$ cat config.mk
export PLATFORM = sky130hd
export DESIGN_NAME = seq_div_restoring_flat
export DESIGN_NICKNAME = d
export VERILOG_FILES = /design/src/rtl/div_pkg.sv /design/src/rtl/seq_div_restoring_if.sv /design/src/rtl/div_step.sv /design/src/rtl/seq_div_restoring.sv /design/src/flat_wrapper.sv
export SDC_FILE = /design/constraint.sdc
export NUM_CORES = 1
export LEC_CHECK = 0
export ABC_AREA = 1
export BUFFER_PORTS_ARGS = -buffer_cell sky130_fd_sc_hd__buf_2
export CAP_MARGIN = 10
export CELL_PAD_IN_SITES_DETAIL_PLACEMENT = 0
export CELL_PAD_IN_SITES_GLOBAL_PLACEMENT = 2
export CORE_MARGIN = 8
export CORE_UTILIZATION = 30
export DETAILED_ROUTE_END_ITERATION = 8
export PLACE_DENSITY = 0.79
export SYNTH_ARGS = -nofsm -noshare
export SYNTH_HDL_FRONTEND = slang
export SYNTH_SLANG_ARGS = --single-unit
$ cat constraint.sdc
create_clock -name clk -period 2.9 [get_ports clk]
set_input_delay 0.29 -clock clk [delete_from_list [all_inputs] [get_ports clk]]
set_output_delay 0.29 -clock clk [all_outputs]
set_load 0.03 [all_outputs]
$ cat src/rtl/div_pkg.sv
// Shared definitions for the restoring divider: default widths, FSM state
// encodings and the magnitude helper used when loading signed operands.
package div_pkg;

    localparam int unsigned DW_DEF = 16;
    localparam int unsigned VW_DEF = 8;

    localparam logic [2:0] S_IDLE = 3'd0;
    localparam logic [2:0] S_LOAD = 3'd1;
    localparam logic [2:0] S_ITER = 3'd2;
    localparam logic [2:0] S_FIX  = 3'd3;
    localparam logic [2:0] S_DONE = 3'd4;

    // Magnitude of a sign-extended operand (up to 32 bits). The most-negative
    // value of a narrower width comes back as its unsigned magnitude.
    function automatic logic [31:0] abs_val(input logic signed [31:0] x);
        logic [31:0] r;
        r = x[31] ? 32'(-x) : 32'(x);
        return r;
    endfunction

endpackage

$ cat src/rtl/seq_div_restoring_if.sv
// Divider request/result bundle.
//   master: sequencer side (drives start/dividend/divisor, reads results)
//   slave : divider side   (reads request, drives quotient/remainder/flags)
interface seq_div_restoring_if #(
    parameter int unsigned DW = div_pkg::DW_DEF,
    parameter int unsigned VW = div_pkg::VW_DEF
);
    logic          start;
    logic [DW-1:0] dividend;
    logic [VW-1:0] divisor;
    logic [DW-1:0] quotient;
    logic [VW-1:0] remainder;
    logic          busy;
    logic          done;
    logic          dbz;
    logic          ovf;

    modport master (
        output start, dividend, divisor,
        input  quotient, remainder, busy, done, dbz, ovf
    );

    modport slave (
        input  start, dividend, divisor,
        output quotient, remainder, busy, done, dbz, ovf
    );
endinterface

$ cat src/rtl/div_step.sv
// One combinational restoring-division step.
//   r_i       : partial remainder in (always < divisor)
//   bit_i     : next dividend bit shifted in at the LSB
//   dvs_i     : divisor magnitude
//   r_c_o     : partial remainder out
//   q_bit_c_o : quotient bit produced by this step
module div_step #(
    parameter int unsigned VW = 8
) (
    input  logic [VW-1:0] r_i,
    input  logic          bit_i,
    input  logic [VW-1:0] dvs_i,
    output logic [VW-1:0] r_c_o,
    output logic          q_bit_c_o
);
    logic [VW:0] r_sh;
    logic [VW:0] diff;

    assign r_sh = {r_i, bit_i};
    assign diff = r_sh - {1'b0, dvs_i};

    // r_i < dvs_i means r_sh < 2*dvs_i, so diff fits and its MSB is a clean borrow.
    assign q_bit_c_o = ~diff[VW];
    assign r_c_o     = diff[VW] ? r_sh[VW-1:0] : diff[VW-1:0];
endmodule

$ cat src/rtl/seq_div_restoring.sv
// Multi-cycle restoring divider, one quotient bit per clock.
//   clk   : rising-edge clock
//   reset : asynchronous active-high reset
//   bus   : slave side of seq_div_restoring_if (start/dividend/divisor in;
//           quotient/remainder/busy/done/dbz/ovf out, all registered)
// Accept edge to done: DW+3 cycles, or 3 cycles for divide-by-zero/overflow.
module seq_div_restoring
    import div_pkg::*;
#(
    parameter int unsigned DW     = DW_DEF,
    parameter int unsigned VW     = VW_DEF,
    parameter bit          SIGNED = 1'b1
) (
    input  logic clk,
    input  logic reset,
    seq_div_restoring_if.slave bus
);
    localparam int unsigned CW = (DW > 1) ? $clog2(DW) : 1;
    localparam logic [DW-1:0] MOST_NEG = {1'b1, {(DW-1){1'b0}}};

    logic [2:0]    state_q,   state_d;
    logic [CW-1:0] cnt_q,     cnt_d;
    logic [DW-1:0] dvd_raw_q, dvd_raw_d;
    logic [VW-1:0] dvs_raw_q, dvs_raw_d;
    logic [DW-1:0] shf_q,     shf_d;
    logic [VW-1:0] dvs_q,     dvs_d;
    logic [VW-1:0] rem_q,     rem_d;
    logic          qneg_q,    qneg_d;
    logic          rneg_q,    rneg_d;
    logic          dbz_q,     dbz_d;
    logic          ovf_q,     ovf_d;
    logic          busy_q,    busy_d;
    logic          done_q,    done_d;
    logic [DW-1:0] quot_q,    quot_d;
    logic [VW-1:0] remo_q,    remo_d;

    logic [VW-1:0] step_r;
    logic          step_q;

    // shf_q shifts the dividend out of its MSB while quotient bits enter the LSB.
    div_step #(.VW(VW)) u_step (
        .r_i       (rem_q),
        .bit_i     (shf_q[DW-1]),
        .dvs_i     (dvs_q),
        .r_c_o     (step_r),
        .q_bit_c_o (step_q)
    );

    // Next-state and datapath control.
    always_comb begin
        state_d   = state_q;
        cnt_d     = cnt_q;
        dvd_raw_d = dvd_raw_q;
        dvs_raw_d = dvs_raw_q;
        shf_d     = shf_q;
        dvs_d     = dvs_q;
        rem_d     = rem_q;
        qneg_d    = qneg_q;
        rneg_d    = rneg_q;
        dbz_d     = dbz_q;
        ovf_d     = ovf_q;
        busy_d    = busy_q;
        done_d    = done_q;
        quot_d    = quot_q;
        remo_d    = remo_q;

        case (state_q)
            S_IDLE, S_DONE: begin
                // First DONE cycle: busy still high, so a start here is ignored.
                if (state_q == S_DONE && busy_q) begin
                    done_d = 1'b1;
                    busy_d = 1'b0;
                end else if (bus.start) begin
                    state_d   = S_LOAD;
                    dvd_raw_d = bus.dividend;
                    dvs_raw_d = bus.divisor;
                    done_d    = 1'b0;
                    dbz_d     = 1'b0;
                    ovf_d     = 1'b0;
                end
            end

            S_LOAD: begin
                busy_d = 1'b1;
                cnt_d  = '0;
                rem_d  = '0;
                qneg_d = SIGNED && (dvd_raw_q[DW-1] ^ dvs_raw_q[VW-1]);
                rneg_d = SIGNED && dvd_raw_q[DW-1];
                shf_d  = SIGNED ? DW'(abs_val(32'($signed(dvd_raw_q)))) : dvd_raw_q;
                dvs_d  = SIGNED ? VW'(abs_val(32'($signed(dvs_raw_q)))) : dvs_raw_q;
                if (dvs_raw_q == '0) begin
                    dbz_d   = 1'b1;
                    state_d = S_FIX;
                end else if (SIGNED && dvd_raw_q == MOST_NEG && dvs_raw_q == '1) begin
                    ovf_d   = 1'b1;
                    state_d = S_FIX;
                end else begin
                    state_d = S_ITER;
                end
            end

            S_ITER: begin
                shf_d = {shf_q[DW-2:0], step_q};
                rem_d = step_r;
                cnt_d = cnt_q + CW'(1);
                if (cnt_q == CW'(DW - 1)) begin
                    state_d = S_FIX;
                end
            end

            S_FIX: begin
                // Truncating division: quotient sign = sd^sv, remainder sign = sd.
                if (dbz_q) begin
                    quot_d = '1;
                    remo_d = dvd_raw_q[VW-1:0];
                end else if (ovf_q) begin
                    quot_d = dvd_raw_q;
                    remo_d = '0;
                end else begin
                    quot_d = qneg_q ? (~shf_q) + DW'(1) : shf_q;
                    remo_d = rneg_q ? (~rem_q) + VW'(1) : rem_q;
                end
                state_d = S_DONE;
            end

            default: begin
                state_d = S_IDLE;
            end
        endcase
    end

    // State and datapath registers.
    always_ff @(posedge clk or posedge reset) begin
        if (reset) begin
            state_q   <= S_IDLE;
            cnt_q     <= '0;
            dvd_raw_q <= '0;
            dvs_raw_q <= '0;
            shf_q     <= '0;
            dvs_q     <= '0;
            rem_q     <= '0;
            qneg_q    <= 1'b0;
            rneg_q    <= 1'b0;
            dbz_q     <= 1'b0;
            ovf_q     <= 1'b0;
            busy_q    <= 1'b0;
            done_q    <= 1'b0;
            quot_q    <= '0;
            remo_q    <= '0;
        end else begin
            state_q   <= state_d;
            cnt_q     <= cnt_d;
            dvd_raw_q <= dvd_raw_d;
            dvs_raw_q <= dvs_raw_d;
            shf_q     <= shf_d;
            dvs_q     <= dvs_d;
            rem_q     <= rem_d;
            qneg_q    <= qneg_d;
            rneg_q    <= rneg_d;
            dbz_q     <= dbz_d;
            ovf_q     <= ovf_d;
            busy_q    <= busy_d;
            done_q    <= done_d;
            quot_q    <= quot_d;
            remo_q    <= remo_d;
        end
    end

    assign bus.quotient  = quot_q;
    assign bus.remainder = remo_q;
    assign bus.busy      = busy_q;
    assign bus.done      = done_q;
    assign bus.dbz       = dbz_q;
    assign bus.ovf       = ovf_q;
endmodule

$ cat src/flat_wrapper.sv
// flat-port wrapper written by rule: the top's interface ports become plain ports
module seq_div_restoring_flat import div_pkg::*;
#(
    parameter int unsigned DW     = DW_DEF,
    parameter int unsigned VW     = VW_DEF,
    parameter bit          SIGNED = 1'b1
)
  (clk, reset, bus_start, bus_dividend, bus_divisor, bus_quotient, bus_remainder, bus_busy, bus_done, bus_dbz, bus_ovf);
  seq_div_restoring_if #(.DW(DW), .VW(VW)) bus_i ();
  input  logic clk;
  input  logic reset;
  input wire logic [$bits(bus_i.start)-1:0] bus_start;
  input wire logic [$bits(bus_i.dividend)-1:0] bus_dividend;
  input wire logic [$bits(bus_i.divisor)-1:0] bus_divisor;
  output wire logic [$bits(bus_i.quotient)-1:0] bus_quotient;
  output wire logic [$bits(bus_i.remainder)-1:0] bus_remainder;
  output wire logic [$bits(bus_i.busy)-1:0] bus_busy;
  output wire logic [$bits(bus_i.done)-1:0] bus_done;
  output wire logic [$bits(bus_i.dbz)-1:0] bus_dbz;
  output wire logic [$bits(bus_i.ovf)-1:0] bus_ovf;
  assign bus_i.start = bus_start;
  assign bus_i.dividend = bus_dividend;
  assign bus_i.divisor = bus_divisor;
  assign bus_quotient = bus_i.quotient;
  assign bus_remainder = bus_i.remainder;
  assign bus_busy = bus_i.busy;
  assign bus_done = bus_i.done;
  assign bus_dbz = bus_i.dbz;
  assign bus_ovf = bus_i.ovf;
  seq_div_restoring #(.DW(DW), .VW(VW), .SIGNED(SIGNED)) u_core (.clk(clk), .reset(reset), .bus(bus_i));
endmodule
Word-level counts from Yosys, hierarchy flattened
Cells that the tools add are included.
W data, S select, Z words.
{"block": "op_classes", "n_mux": 28, "bitwise_logic": 5, "addsub": 6, "n_eq_ne": 14, "n_reduce_logical": 14}
{"op": "$mux W16", "n": 4}
{"op": "$mux W8", "n": 5}
{"op": "$pmux W16 S2", "n": 1}
{"op": "$add A16 B1 Y16 const B", "n": 1}
{"op": "$eq A16 B16 Y1 const B", "n": 1}
{"op": "$neg A16 Y16", "n": 1}
{"op": "$not A16 Y16", "n": 1}
{"op": "$pmux W8 S2", "n": 1}
{"op": "$mux W3", "n": 4}
{"op": "$pmux W3 S4", "n": 1}
{"op": "$sub A9 B8 Y9", "n": 1}
{"op": "$add A8 B1 Y8 const B", "n": 1}
{"op": "$eq A8 B8 Y1 const B", "n": 1}
{"op": "$logic_not A8 Y1", "n": 1}
{"op": "$mux W1", "n": 8}
{"op": "$ne A2 B1 Y1 const B", "n": 4}
{"op": "$neg A8 Y8", "n": 1}
{"op": "$not A8 Y8", "n": 1}
{"op": "$pmux W4 S2", "n": 1}
{"op": "$eq A3 B2 Y1 const B", "n": 2}
{"op": "$ne A2 B2 Y1 const B", "n": 3}
{"op": "$pmux W1 S2", "n": 3}
{"op": "$reduce_and A3 Y1", "n": 2}
{"op": "$reduce_bool A2 Y1", "n": 3}
{"op": "12 further kinds", "n": 15}
{"block": "word_totals", "output_inout_bits": 28, "inputBits": 27, "reg_bits": 93, "wordCells": 82}

Longest topological paths before layout
{"block": "logic_depth", "depth_word": 5, "ltp_mapped": 13, "depth_no_buf": 13}

Hierarchy
From an unflattened synthesis, not the netlist that was laid out.
{"block": "hier_totals", "hier_cells": 718, "hier_area_um2": 5489.0}
{"module": "seq_div_restoring", "area_each_um2": 4898.4, "cells_each": 613, "seq_area_each_um2": 2327.2, "n_inst": 1}
{"module": "div_step", "area_each_um2": 590.6, "cells_each": 105, "seq_area_each_um2": 0.0, "n_inst": 1}

Least setup slack after synthesis
No wires, ideal clock.
{"block": "synth_path", "kind": "register to register", "from": "reg u_core.shf_q[15]", "to": "reg u_core.rem_q[3]", "path_slack_ns": 1.009, "n_path_buf": 0, "required_ns": 2.773, "path_stages_with_launch": 13, "setup_ns": 0.127, "arrival_ns": 1.764, "period_less_slack_ns": 1.891, "path_cell_list": "dfrtp_1 > inv_1 > ha_1 > inv_1 > fa_1 > nand3_1 > nand2_1 > nand2_1 > nand3_2 > nand2_2 > nand2_1 > nand3_1 > o21ai_0"}
{"block": "synth_via", "elab_chain_len": 3}
{"element": "start, declared", "line": "seq_div_restoring.sv:25", "rtl": "logic [DW-1:0] shf_q, shf_d;"}
{"element": "start signal, assigned", "line": "seq_div_restoring.sv:139", "rtl": "shf_q <= '0;"}
{"element": "start signal, assigned", "line": "seq_div_restoring.sv:155", "rtl": "shf_q <= shf_d;"}
{"element": "$sub A9 B8 Y9", "line": "div_step.sv:20", "rtl": "assign diff = r_sh - {1'b0, dvs_i};"}
{"element": "$mux W8", "line": "div_step.sv:24", "rtl": "assign r_c_o = diff[VW] ? r_sh[VW-1:0] : diff[VW-1:0];"}
{"element": "$pmux W8 S2", "line": "seq_div_restoring.sv:67", "rtl": "case (state_q)"}
{"element": "end signal, assigned", "line": "seq_div_restoring.sv:157", "rtl": "rem_q <= rem_d;"}
{"element": "end, declared", "line": "seq_div_restoring.sv:27", "rtl": "logic [VW-1:0] rem_q, rem_d;"}
No other way between the ends.
A chain may end at the register's enable or synchronous reset.

Worst setup path after layout
{"block": "layout_path", "from": "reg u_core.shf_q[15]", "to": "reg u_core.rem_q[7]"}
The elaborated chain is that of the path after synthesis.

==> results.json <==
{
  "outcome": "complete, no violations",
  "crit_arrival_ns": 2.45,
  "setup_slack_ns": 0.6971,
  "grt_pass1_vias": 4820,
  "setup_viol": 0,
  "synthArstFlopShare_pct": 100.0,
  "place_ws_ns": 0.7060,
  "grt_remaining_overflow": 0,
  "yosysTopAreaCellShare_pct": 42.54,
  "synthCells": 716,
  "crit_required_ns": 3.15,
  "power_density_nw_per_um2": 1310,
  "clk_latency_ns": 0.36,
  "grt_max_degree": 84,
  "coreArea_sq_um": 17900,
  "dieArea_sq_um": 22810,
  "antenna_found_initial": 0,
  "drtIter0Drc": 405,
  "drive_gt1_share_pct": 14.88,
  "power_mw": 8.221,
  "synth_edf_count": 0,
  "syn_area_per_cell_sq_um": 7.640,
  "synthTopCellsByArea": "dfrtp_1 43%, nand2_1 11%, nand3_1 7.9%, inv_1 5.1%, a21oi_1 5.1%",
  "clock-root-buffer": "clkbuf_16",
  "start_util_pct": 30.56,
  "row_count": 49,
  "syn_area_sq_um": 5470,
  "vias_per_cell": 4.922,
  "fp.dieW_microns": 151.0,
  "synth_cell_type_count": 39,
  "cts_setup_buffers": 0,
  "worst-setup-path-type": "flop to flop",
  "wire_per_inst_microns": 16.34,
  "cap_violations": 0,
  "min_period_ns": 2.203,
  "vias": 4932,
  "dp_hpwl_microns": 12200,
  "routed_wl_microns": 16380,
  "portBuffers": 54,
  "fillers": 1928,
  "critPathMaxFanout": 10,
  "grtUsageTotal_pct": 14.96,
  "worst_clock_skew_ns": 0.008408,
  "fp.dieH_microns": 151.0,
  "synth_commonest_cells": "162 x nand2_1, 93 x dfrtp_1, 86 x nand3_1, 75 x inv_1, 67 x nor2_1",
  "irDropWorstVdd_v": 0.0004822,
  "syn-num-nets": 758,
  "cts.path.max_buffers": 2,
  "globalplace.congestion": 0.8287,
  "synth_most_common_cell": "nand2_1",
  "endpoint_kind": "flop",
  "n_antenna_cell": 0,
  "cts_buffers": 9,
  "relSlewSlack_pct": 27.43,
  "clock_sinks": 93,
  "cts_tree": "done",
  "htreeDepth": 3,
  "io_pins": 55,
  "ys_ff_latch": 93,
  "drv_slew": 0,
  "clk_pin_slew_ns": 0.07,
  "fmax_ghz": 0.4539,
  "ant_nets": 0,
  "hp-class": "input port to flop",
  "worst_slew_pin_slew_ns": 1.089,
  "yosysWarnings": 0,
  "r2r_setup_slack_ns": 0.70,
  "leakage_nw": 3.001,
  "cp-start-kind": "flop",
  "remaining_drc_errors": 0,
  "postCtsResizedCells": 0,
  "synth_seq_area_share_pct": 42.54,
  "fin_crit_sh_pct": 75.96,
  "syn_to_final_growth_pct": 14.71,
  "finalSetupTns_ns": 0,
  "hold_viol_final": 0,
  "finalHoldWorstSlack_ns": 0.1290,
  "rsz0062_at_grt": "false",
  "grt_pass1_wl_microns": 26610,
  "synth_ff_type": "dfrtp_1",
  "synth_top_area_cell": "dfrtp_1",
  "firstDrtPassIters": 5,
  "ctsHoldBuffers": 0,
  "finalNetCount": 810
}
## worst max-delay path: stages, from the launching register on
cell and delay, ns:
dfrtp_1 0.40, inv_1 0.13, ha_1 0.16, inv_1 0.06, fa_1 0.40, nand3_1 0.08
nand2_1 0.10, nand2_1 0.11, nand3_2 0.19, nand2_2 0.22, nand3_1 0.11, nand3_1 0.09
nand2_1 0.06
## final timing paths
| path | startpoint | endpoint | depth (start not counted) |
|---|---|---|---|
| setup / recovery | u_core.shf_q[15]$_DFFE_PP0P_ | u_core.rem_q[7]$_DFFE_PP0P_ | 12 |
| hold / removal | bus_dividend[7] | u_core.dvd_raw_q[7]$_DFFE_PP0P_ | 3 |
| setup reg to reg | u_core.shf_q[15]$_DFFE_PP0P_ | u_core.rem_q[7]$_DFFE_PP0P_ | 12 |
| hold reg to reg | u_core.bus.remainder[2]$_DFFE_PP0P_ | u_core.bus.remainder[2]$_DFFE_PP0P_ | 2 |
| max in group asynchronous | reset | u_core.bus.quotient[8]$_DFFE_PP0P_ | 3 |
| min in group asynchronous | reset | u_core.dvs_raw_q[5]$_DFFE_PP0P_ | 2 |
## area by class of cell
cell class | count | area [sq um] | share of cell area, %
clock buffers | 11 | 232.7 | 3.709
inverters | 82 | 310.3 | 4.945
clock inverters | 5 | 60.06 | 0.9571
flip-flops and latches | 93 | 2327 | 37.09
well taps | 229 | 286.5 | 4.566
repair buffers | 67 | 380.4 | 6.062
multi-input cells | 515 | 2678 | 42.67
## state kept, by name (all words and copies together) (netlist names)
name	cells
u_core.bus.quotient	16
u_core.dvd_raw_q	16
u_core.shf_q	16
u_core.bus.remainder	8
u_core.dvs_q	8
u_core.dvs_raw_q	8
u_core.rem_q	8
u_core.cnt_q	4
u_core.state_q	3
u_core.bus.busy	1
u_core.bus.dbz	1
u_core.bus.done	1
u_core.bus.ovf	1
u_core.qneg_q	1
u_core.rneg_q	1
## cell usage in the layout, fill, tap and decap left out, types with 9 or more instances in the layout
cell,instances
xor2_1,11
o21ai_2,15
nor2_1,67
clkbuf_16,9
buf_4,12
nand2_1,162
ha_1,14
nand3_1,86
buf_2,54
inv_1,74
a21oi_1,56
o21ai_0,37
dfrtp_1,93
## cells by family (layout without fill, tap and decap cells)
logic type / after synthesis / count (layout) / synth area share (%)
flip-flops: 93 / 93 / 42.54
AND/OR/NAND/NOR: 337 / 337 / 26.62
XOR/XNOR: 16 / 16 / 2.562
AO/OA/AOI/OAI: 147 / 147 / 16.19
buffers and inverters: 108 / 165 / 8.508
adder cells (fa/ha/maj): 15 / 15 / 3.568
## metrics by stage
stage	cells	instance area, sq um	utilization (%)
after floorplan	716	5470	-
after global placement	986	5982	33.41
after detailed placement	986	5982	33.41
after CTS	1002	6275	35.05
after global routing	1002	6275	35.05
final	1002	6275	35.05
## routing by layer
metal  GRT usage, %  share of wire, %
met1          21.33                51
met4          3.810               1.1
met5              0                 0
met3          3.436               4.4
met2          22.28                44
## power breakdown
part / internal, mW / total (mW) / leakage [nW] / switching, mW
sequential: 1.90 / 2.54 / 1.15 / 0.637
clock: 0.672 / 1.19 / 0.140 / 0.519
combinational: 1.50 / 4.49 / 1.71 / 2.99
total: 4.07 / 8.22 / 3.00 / 4.15
Note: power is estimated with default switching activity, not from simulation.
